## src/rtl/pixel_out_buffer.sv

```systemverilog
// Output FIFO between the SRAM read controller and the display sink: FWFT valid/ready
// with SOF/EOL/EOF tags. Optional framing check enabled by `define PIX_FRAME_CHECK_EN.
module pixel_out_buffer #(
   parameter int W     = 256,
   parameter int H     = 256,
   parameter int DEPTH = 16
) (
   input  logic                       Clk_in,
   input  logic                       Reset,
   input  logic                       in_pixel_valid,
   input  logic                       in_frame_start,
   input  logic                       in_line_end,
   input  logic [23:0]                in_pixel_data,
   output logic                       m_valid,
   input  logic                       m_ready,
   output logic [23:0]                m_data,
   output logic                       m_sof,
   output logic                       m_eol,
   output logic                       m_eof,
   output logic [$clog2(DEPTH):0]     fill_level,
   output logic                       frame_done,
   output logic                       overflow,
   output logic                       frame_err,
   input  logic                       err_clr
);

   localparam int AW = $clog2(DEPTH);
   localparam int CW = (W > 1) ? $clog2(W) : 1;
   localparam int RW = (H > 1) ? $clog2(H) : 1;
   localparam logic [CW-1:0] LAST_COL = CW'(W - 1);
   localparam logic [RW-1:0] LAST_ROW = RW'(H - 1);
   localparam logic [AW:0]   FULL_LVL = (AW + 1)'(DEPTH);

   logic [26:0]   mem [DEPTH];
   logic [26:0]   head;
   logic [AW-1:0] wr_ptr, rd_ptr;
   logic [AW:0]   level;
   logic          full, empty, push, pop, drop;

   logic [CW-1:0] col, eff_col, col_nxt;
   logic [RW-1:0] row, eff_row, row_nxt;
   logic          wrap_line, eof_tag, ferr;

   assign full  = (level == FULL_LVL);
   assign empty = (level == '0);
   assign pop   = !empty && m_ready;
   assign push  = in_pixel_valid && (!full || pop);
   assign drop  = in_pixel_valid && full && !pop;

   // Head is read straight from storage; gated so an empty FIFO presents zeros
   assign head       = mem[rd_ptr];
   assign m_valid    = !empty;
   assign m_data     = empty ? 24'd0 : head[23:0];
   assign m_sof      = !empty && head[24];
   assign m_eol      = !empty && head[25];
   assign m_eof      = !empty && head[26];
   assign fill_level = level;

   always_comb begin
      ferr      = 1'b0;
      eff_col   = col;
      eff_row   = row;
      wrap_line = (col == LAST_COL);
`ifdef PIX_FRAME_CHECK_EN
      ferr = in_pixel_valid &&
             ((in_frame_start != ((col == '0) && (row == '0))) ||
              (in_line_end != (col == LAST_COL)));
      // A tagged SOF or EOL is trusted over the counters so one glitch does not poison the frame
      if (in_frame_start) begin
         eff_col = '0;
         eff_row = '0;
      end
      wrap_line = in_line_end || (eff_col == LAST_COL);
`endif
      eof_tag = in_line_end && (eff_row == LAST_ROW);
      if (wrap_line) begin
         col_nxt = '0;
         row_nxt = (eff_row == LAST_ROW) ? '0 : eff_row + RW'(1);
      end else begin
         col_nxt = eff_col + CW'(1);
         row_nxt = eff_row;
      end
   end

   always_ff @(posedge Clk_in) begin
      if (push) mem[wr_ptr] <= {eof_tag, in_line_end, in_frame_start, in_pixel_data};
   end

   always_ff @(posedge Clk_in or posedge Reset) begin
      if (Reset) begin
         wr_ptr     <= '0;
         rd_ptr     <= '0;
         level      <= '0;
         col        <= '0;
         row        <= '0;
         frame_done <= 1'b0;
         overflow   <= 1'b0;
         frame_err  <= 1'b0;
      end else begin
         if (push) wr_ptr <= wr_ptr + AW'(1);
         if (pop)  rd_ptr <= rd_ptr + AW'(1);
         case ({push, pop})
            2'b10:   level <= level + (AW + 1)'(1);
            2'b01:   level <= level - (AW + 1)'(1);
            default: level <= level;
         endcase
         if (in_pixel_valid) begin
            col <= col_nxt;
            row <= row_nxt;
         end
         frame_done <= pop && head[26];
         overflow   <= drop || (overflow && !err_clr);
         frame_err  <= ferr || (frame_err && !err_clr);
      end
   end

endmodule
```

## config.mk

```make
export PLATFORM = sky130hd
export DESIGN_NAME = pixel_out_buffer
export DESIGN_NICKNAME = d
export VERILOG_FILES = /design/src/rtl/pixel_out_buffer.sv
export SDC_FILE = /design/constraint.sdc
export NUM_CORES = 1
export LEC_CHECK = 0
export CAP_MARGIN = 10
export CORE_AREA = 10 10 212 214
export DETAILED_ROUTE_END_ITERATION = 16
export DIE_AREA = 0 0 222 224
export DONT_BUFFER_PORTS = 1
export GPL_TIMING_DRIVEN = 1
export MAX_ROUTING_LAYER = met4
export SYNTH_ARGS = -nofsm -noshare
export SYNTH_HDL_FRONTEND = slang
export SYNTH_SLANG_ARGS = --single-unit
```

## constraint.sdc

```tcl
create_clock -name Clk_in -period 6.81 [get_ports Clk_in]
set_clock_uncertainty 0.2 [all_clocks]
set_input_delay 2.043 -clock Clk_in [delete_from_list [all_inputs] [get_ports Clk_in]]
set_output_delay 2.043 -clock Clk_in [all_outputs]
set_load 0.01 [all_outputs]
```

==> qor.txt <==
Wirelength per Cell - 25.5 um
pre-CTS setup slack - 2.04 ns
synthesized flop and latch total - 464
area grow syn2layout - 11.9%
Finished Core Util - 50.2%
io pins - 67
Slew Limit Fails - 0
Die Width - 222 um
switching share of power - 29.9%
cell mode on critical path - buf_4
Syn Inst Count - 851
post-layout min period - 5.26 ns
largest family of logic cells by synthesized area - multiplexers
routed wire length - 36600 um
crit-path max FO - 45
Comb pwr share - 25.6%
status - completed
Setup CP Type - flip-flop to primary output
CP max stage delay - 0.99 ns
maximum vdd ir drop - 0.267 mV
Top delay family on crit path - flip-flops
clock-pin slew on the worst setup and hold paths - 0.06 ns
dpl hpwl - 19700 um
total gr overflow - 0
Post-CTS Resized - 0
worst hold start - col[7]$_DFFE_PP0P_
setup TNS - 0 ns
H-tree Lvls - 2
post-CTS setup buffer count - 0
worst setup margin - 1.55 ns
initial DRC count - 712
number of buffers created by CTS - 48
min-delay worst type - flip-flop to flip-flop
crit start category - flip-flop
RSZ-0062 raised after global routing - false
headroom to the max-slew limit - 19.5%
drt via density - 5.69
P_leak - 6.48 nW
clock buffer depth - 3
Tightest Pin Transition - 1.21 ns
Starting Density - 44.8%
first-pass GRT wire length - 55700 um
Post-synth EDFFs - 432
post-synthesis average cell area - 21.4 um2
max_cap viols - 0
commonest non-fill, non-tap cell in the layout - edfxtp_1
Clock power frac - 30.5%
total power draw - 8.47 mW
period utilisation layout - 77.2%
post-route ant nets - 0
Clk Latency, worst-skew pair - 0.57 ns
share of layout cells above drive strength 1 - 26.1%
initial antenna violation count - 0
vias in the first global route - 8709
vias - 8181
async set-reset flop share out of synthesis - 6.90%
commonest non-fill, non-tap cells in the layout - 432 x edfxtp_1, 108 x mux4_2, 48 x clkbuf_16, 33 x mux2i_1, 29 x dfrtp_1
Yosys cell types - 48
CTS tree - built
cells along the critical path - buf_4 > buf_4 > mux4_2 > a22oi_2 > o21ai_1
Crit path required time - 4.57 ns
sequential power share - 43.9%
Synth Cell Area - 18200 um2
Fmax - 190 MHz
Max stage delay cell, worst path - dfrtp_4
# DRC - 0
YS warnings - 0
simple-gate share of the synthesized area - 2.31%
post-synthesis xor/xnor area fraction - 0.819%
internal cell power - 5.94 mW
portion of netlist area occupied by mux cells - 15.4%
net count reported at finish - 911
Synth Net Count - 890
GP Congestion - 0.726
crit path launch - rd_ptr[1]$_DFFE_PP0N_
chip height - 224 um
final setup fails - 0
row count - 74
pin count of the biggest net entering global routing - 59
hold_buf cts - 0
Port Buf Inserts - 0
Synth Area in Compound Gates - 3.48%
WP data arrival - 3.02 ns
n_diodes - 0
Initial DRT Pass Iterations - 5
CP endpoint kind - primary output
DIE AREA - 49700 um2
final hold vios - 0
worst path buffer plus inverter count - 2
Sw Pwr - 2.53 mW
Core Box Area - 40600 um2
Clock Sink Count - 464
Post-Synth Adder-Cell Area - 0.551%
Fin Hold WS - 0.277 ns
Most used DFF post-synth - edfxtp_1
register area share after synthesis - 75.8%
CTS root buf - clkbuf_16
total track usage - 15.1%
worst flop-to-flop path startpoint - fill_level[1]$_DFFE_PP0P_
Power Density - 416 nW/um2
-- cell type report --
type                    instances  area (um2)
fillers                      3232       20200
clock inverters                28         314
flip-flops and latches        464       13800
repair buffers                 16         145
well taps                     532         666
multi-input cells             330        4160
clock buffers                  55        1230
inverters                      12        45.0
-- power by group through the flow --
stage | combinational [mW] | sequential (mW) | clock, mW
CTS | 2.24 | 3.73 | 2.64
global route | 2.36 | 3.77 | 2.75
floorplan | 1.81 | 3.60 | 0
finish | 2.17 | 3.72 | 2.58
global placement | 2.21 | 3.78 | 0
detailed placement | 2.23 | 3.79 | 0
-- worst register-to-register path, stage by stage (launching register included) --
cell and delay, ns:
dfrtp_1 0.50, or4_4 0.65, o21ai_0 0.53, nor2_1 0.12
xor2_1 0.17, ha_1 0.23, or3b_2 0.47, nor4_1 0.29
nor3_1 0.09, o21bai_1 0.16
-- through the flow --
step | cells | cell area (um2)
floorplan | 851 | 18200
global placement | 1354 | 18800
detailed placement | 1354 | 18800
CTS | 1437 | 20300
global route | 1437 | 20300
finish | 1437 | 20300
-- sequential cells by signal (all words and copies together) (netlist names) --
signal / flops
rd_ptr: 4
eff_row: 8
mem: 432
frame_done: 1
overflow: 1
wr_ptr: 4
fill_level: 5
col: 8
frame_err: 1
-- metal layers --
layer  wire length (um)  up-vias  GRT usage, %  part of all wire, %
met2              18300      165          24.5                   50
met4                725        0          4.28                  2.0
li1                   -     3577             -                    -
met5                  0        -             -                    0
met3               1900       57          3.11                  5.2
met1              15700     4382          19.0                   43
-- synth_stat cells (10+ instances only) --
cell type / instances / area [um2]
inv_1: 12 / 45.0
a22oi_2: 20 / 250
dfrtp_1: 32 / 801
o21ai_0: 14 / 70.1
nor2_1: 14 / 52.6
o21ai_1: 21 / 105
mux2i_1: 33 / 330
buf_2: 19 / 95.1
clkbuf_1: 12 / 45.0
edfxtp_1: 432 / 13000
mux4_2: 108 / 2430
nand2_1: 17 / 63.8
xnor2_1: 15 / 131
and2_1: 10 / 62.6
-- worst paths after layout --
path                                        endpoint  slack [ns]  cells past startpoint
setup / recovery                          m_data[18]        1.55                      5
hold / removal                    col[7]$_DFFE_PP0P_        0.28                      1
setup reg to reg           fill_level[4]$_DFFE_PP0P_        3.27                      9
hold reg to reg                   col[7]$_DFFE_PP0P_        0.28                      1
max in group asynchronous      rd_ptr[1]$_DFFE_PP0N_        4.81                      2
min in group asynchronous         col[3]$_DFFE_PP0P_        1.25                      2
-- logic make-up (layout without fill, tap and decap cells) --
family                   count (synthesis)  count (layout)
XOR/XNOR                                17              17
buffers and inverters                   57             111
multiplexers                           144             144
AND/OR/NAND/NOR                         78              78
flip-flops                             464             464
AO/OA/AOI/OAI                           83              83
adder cells (fa/ha/maj)                  8               8
No activity file was read; power rests on OpenSTA's default activity.
